### src/rtl/fp_mul_result_stage.sv
// Registered 2-entry result buffer behind the single-precision multiplier.
// Optional per-flag counters are enabled by FP_MUL_RESULT_FLAG_CNT_EN.
module fp_mul_result_stage #(
  parameter int CNT_W = 16
) (
  input  logic             clk,
  input  logic             rst,
  input  logic             in_valid,
  output logic             in_ready,
  input  logic [31:0]      in_result,
  input  logic             in_exception,
  input  logic             in_overflow,
  input  logic             in_underflow,
  output logic             out_valid,
  input  logic             out_ready,
  output logic [31:0]      out_result,
  output logic [2:0]       out_flags,
  output logic [2:0]       sticky_flags,
  input  logic             sticky_clr,
  output logic [CNT_W-1:0] op_count,
  output logic [1:0]       occupancy
`ifdef FP_MUL_RESULT_FLAG_CNT_EN
  ,
  output logic [CNT_W-1:0] exc_count,
  output logic [CNT_W-1:0] ovf_count,
  output logic [CNT_W-1:0] unf_count
`endif
);

  logic [31:0] res_q [2];
  logic [2:0]  flg_q [2];
  logic        head;
  logic        tail;
  logic [1:0]  occ;
  logic        push;
  logic        pop;
  logic [2:0]  in_flags;

  assign in_flags     = {in_exception, in_overflow, in_underflow};
  assign in_ready     = (occ != 2'd2);
  assign out_valid    = (occ != 2'd0);
  assign push         = in_valid & in_ready;
  assign pop          = out_valid & out_ready;
  assign out_result   = res_q[head];
  assign out_flags    = flg_q[head];
  assign occupancy    = occ;

  // FIFO storage, pointers and occupancy; entries written only on push
  always_ff @(posedge clk) begin
    if (rst) begin
      res_q[0] <= '0;
      res_q[1] <= '0;
      flg_q[0] <= '0;
      flg_q[1] <= '0;
      head     <= 1'b0;
      tail     <= 1'b0;
      occ      <= 2'd0;
    end else begin
      if (push) begin
        res_q[tail] <= in_result;
        flg_q[tail] <= in_flags;
        tail        <= ~tail;
      end
      if (pop) head <= ~head;
      if (push && !pop) occ <= occ + 2'd1;
      else if (pop && !push) occ <= occ - 2'd1;
    end
  end

  // Sticky flags: clear takes effect before the incoming set
  always_ff @(posedge clk) begin
    if (rst) sticky_flags <= '0;
    else if (sticky_clr) sticky_flags <= push ? in_flags : 3'b000;
    else if (push) sticky_flags <= sticky_flags | in_flags;
  end

  // Delivered-result counter, saturating at all-ones
  always_ff @(posedge clk) begin
    if (rst) op_count <= '0;
    else if (pop && op_count != '1) op_count <= op_count + 1'b1;
  end

`ifdef FP_MUL_RESULT_FLAG_CNT_EN
  logic [CNT_W-1:0] fcnt [3];

  assign exc_count = fcnt[2];
  assign ovf_count = fcnt[1];
  assign unf_count = fcnt[0];

  // Per-flag saturating counters; clear wins but a coincident hit counts as 1
  always_ff @(posedge clk) begin
    for (int i = 0; i < 3; i++) begin
      if (rst) fcnt[i] <= '0;
      else if (sticky_clr) fcnt[i] <= CNT_W'(push & in_flags[i]);
      else if (push && in_flags[i] && fcnt[i] != '1)
        fcnt[i] <= fcnt[i] + 1'b1;
    end
  end
`endif

endmodule

### config.mk
export PLATFORM = sky130hd
export DESIGN_NAME = fp_mul_result_stage
export DESIGN_NICKNAME = d
export VERILOG_FILES = /design/src/rtl/fp_mul_result_stage.sv
export SDC_FILE = /design/constraint.sdc
export NUM_CORES = 1
export LEC_CHECK = 0
export ABC_AREA = 1
export BUFFER_PORTS_ARGS = -buffer_cell sky130_fd_sc_hd__buf_2
export CAP_MARGIN = 40
export CORE_MARGIN = 4
export CORE_UTILIZATION = 51
export CTS_CLUSTER_SIZE = 14
export DETAILED_ROUTE_END_ITERATION = 10
export PLACE_DENSITY = 0.77
export SYNTH_ARGS = -nofsm -noshare
export SYNTH_HDL_FRONTEND = slang
export SYNTH_SLANG_ARGS = --single-unit
### constraint.sdc
create_clock -name clk -period 2.5 [get_ports clk]
set_input_delay 0.125 -clock clk [delete_from_list [all_inputs] [get_ports clk]]
set_output_delay 0.125 -clock clk [all_outputs]
set_load 0.01 [all_outputs]
# Word level (Yosys, flattened, before mapping)
# Memories as Yosys holds them, arrays and structs flattened. A register that Yosys moved wholly into a read port is not among the register bits.
# Index checks and enable logic that the tools add are counted.
# totals
reg_bits	23
mem_bits_rw	70
input_bits	40
output_inout_bits	58
wordCells	47
mem_count	2
# mem_list
name	depth	width	read_ports	rd_clocked_by_memory_dff	wr	line_no	rtl
res_q	2	32	1	1	2	30	logic [31:0] res_q [2];
flg_q	2	3	1	1	2	31	logic [2:0] flg_q [2];
# classes
n_addsub	3
n_eq_ne	2
mux	20
n_bitwise	5
reduce_logical	10
# ops
cell	n
$mux 32	1
$reduce_or 32->1	1
$add 16x1->16 const B	1
$ne 16x16->1 const B	1
$mux 1	13
$mux 3	4
$reduce_bool 2->1	3
$mux 2	2
$logic_and 1x1->1	3
$or 3x3->3	1
$reduce_or 3->1	1
$add 2x1->2 const B	1
$and 1x1->1	2
$logic_not 1->1	2
$ne 2x2->1 const B	1
$not 1->1	2
$sub 2x1->2 const B	1

# Logic depth before layout (Yosys ltp)
# logic_depth
depth_word	7
depth_mapped	9
ltp_nobuf	9

# Worst setup path before layout
# OpenSTA, ideal clock, no wires.
# synth_timing
path_kind	register to register
start	reg occ[0], in the netlist occupancy[0]
end	mem flg_q[0][0] (enable)
setup_ns	0.393
t_arrival_ns	2.037
t_required_ns	2.107
setup_slack_ns	0.070
stages_incl_launch_ff	10
path_buffers	2
synth_period_minus_slack_ns	2.430
cell_sequence	dfxtp_1 inv_2 nand2_2 nand2_2 clkinv_2 nand2_2 or2_1 buf_6 buf_6 nand2_1
# synth_rtl
element	line_no	rtl
start: declaration	34	logic [1:0] occ;
start signal: assignment	65	if (push && !pop) occ <= occ + 2'd1;
start signal: assignment	66	else if (pop && !push) occ <= occ - 2'd1;
end: declaration	31	

==> flow_summary.toml <==
[run_status]
status = "completed"

[sta]
fin_setup_tns_ns = 0
fmax_mhz = 508
setup_ws_ns = 0.531
fin_crit_sh_pct = 78.8
layout_min_cycle_time_ns = 1.97
worst_pin_slew_ns = 0.850
max_slew_margin_pct = 43.3
rsz0062_at_grt = "false"
drv_slew = 0
clock_skew_ns = 0.00622
setup_viol_count_final = 0
hold_violations = 0

[clocking]
cts.hold.buffers_added = 0
clockBufferDepth = 2
clkTransAtPathRegs_ns = 0.08
cts_buffers = 9
cts_root_buf = "clkbuf_8"
htreeDepth = 3
insertion_delay_ns = 0.35
cts_tree = "built"
clkSinkCount = 94
post_cts_resized = 0
post_cts_buffers = 0

[route]
wl_um = 9170
num_vias = 3099
vias_per_cell = 5.04
drtIter0Drc = 114
drc = 0
drtPass1Iterations = 5
wire_per_inst_um = 14.9
antenna_left = 0

[grt]
grt_max_degree = 36
grt_pass1_wl_um = 14600
antenna_found_initial = 0
grt_pass1_vias = 3089
grt_usage_pct = 18.4
grt_overflow_total = 0

[pwr]
ir_worst_vdd_mv = 0.558
p_per_area_nw_per_um2 = 764
p_leak_nw = 2.26

[synthesis]
ys_ff_latch = 94
synthCells = 406
yosysSeqAreaShare_pct = 58.5
synth.distinct_cells = 28
synth_area_um2 = 4410
yosysWarnings = 0
synth_fp_nets = 448
syn_avg_cell_area_um2 = 10.9

[place]
place_congestion = 0.843
dpl.hpwl_um = 6360
placed_area_um2 = 5010
dpl_worst_slack_ns = 0.716
place.port_buffers = 97

[flow_run]
drv_cap = 0

[finish]
layout-drive-gt1-share_pct = 38.0
area_delta_synth_final_pct = 17.5
layout.nets = 547
stdcell_area_um2 = 5190
antenna_cells = 0

[die]
die_h_um = 101
core-area_um2 = 8300
die_w_um = 101
die_area_um2 = 10200
io_pins = 98
initial_core_util_pct = 53.2
placementRows = 33

[critical_path]
crit_type = "flop to output port"
startpoint_type = "flop"
worstPathArrival_ns = 1.84
path_max_fanout = 35
end_kind = "output port"
cp.required_ns = 2.38

[hold_path]
hold_path.class = "input pin to flop"
## area by class of cell
class / instances / area, um^2
Fill cell: 701 / 3110
Sequential cell: 94 / 2580
Multi-Input combinational cell: 246 / 1540
Timing Repair Buffer: 102 / 561
Inverter: 52 / 196
Tap cell: 105 / 131
Clock buffer: 10 / 128
Clock inverter: 6 / 52.6
## layer usage
| layer | track usage, % | part of all wire [%] | up-vias | wire length [um] |
|---|---|---|---|---|
| met2 | 32.0 | 49 | 105 | 4530 |
| li1 | - | - | 1532 | - |
| met1 | 22.5 | 43 | 1449 | 3910 |
| met5 | 0 | 0 | - | 0 |
| met3 | 3.74 | 6.1 | 13 | 562 |
| met4 | 6.95 | 1.8 | 0 | 163 |
## worst max-delay path: stages (launching register included)
cell     delay (ns)
dfxtp_2        0.89
mux2_2         0.45
buf_2          0.15
## per-stage QoR
stage | power, mW | std cells | util, % | hold slack [ns]
final | 3.96 | 615 | 62.5 | 0.0328
after global routing | 4.15 | 615 | 62.5 | 0.0169
after CTS | 3.99 | 615 | 62.5 | 0.0172
after detailed placement | 3.05 | 599 | 60.3 | 0.396
after global placement | 3.02 | 599 | 60.3 | 0.385
after floorplan | 2.69 | 406 | - | 0.194
## cells by family after synthesis
kind of cell               after synthesis  synth area share, %
DFF                                     94                 58.5
muxes                                   35                 8.93
and+or+nand+nor                        179                 21.3
adders and majority gates                2                0.567
xor gates and xnor gates                 1                0.198
AOI/OAI and AO/OA                       29                 3.63
buffers and inverters                   66                 6.86
## layout by cell type, fill, tap and decap left out, drive strengths merged
master and n:
a21oi 16, clkinv 5, o32ai 3, nand4 3, edfxtp 70, clkinvlp 1
nand3 17, inv 51, nor2 111, nand2 45, clkbuf 10, dfxtp 24
or2 2, o21ai 10, nor3 1, bufinv 1, buf 102, ha 2
mux2 35, xor2 1
## where the power goes
group          leakage [nW]  total, mW  internal [mW]  switching [mW]
combinational          1.25      0.983          0.434           0.550
clock                0.0911      0.956          0.451           0.505
sequential            0.928       2.02           1.88           0.141
total                  2.26       3.96           2.77            1.20
## flip-flops by register name, indices dropped and copies added, names as in the netlist, named ones only
register / cells
res_q: 64
op_count: 16
flg_q: 6
sticky_flags: 3
occupancy: 2
head: 1
tail: 1
## Yosys cell counts (all sizes together)
library cell	n	share of area, %
nor2	111	14
edfxtp	70	48
inv	51	4.3
nand2	45	4.0
mux2	35	8.9
dfxtp	24	11
nand3	17	1.9
a21oi	16	1.8
buf	12	2.2
o21ai	10	1.2
nand4	3	0.57
o32ai	3	0.60
clkbuf	2	0.17
ha	2	0.57
or2	2	0.28
clkinv	1	0.11
nor3	1	0.11
xor2	1	0.20
## worst paths after layout
path	from	end	slack (ns)	depth (start not counted)
worst min-delay path	rst	op_count[11]$_SDFFE_PP0P_	0.03	2
worst max register to register	occupancy[0]$_SDFFE_PP0P_	res_q[0][1]$_SDFFCE_PN0P_	0.70	8
worst min register to register	head$_SDFFE_PP0P_	flop	0.48	1
worst max-delay path	flop	out_flags[0]	0.53	2
(Power assumes the default switching activity.)
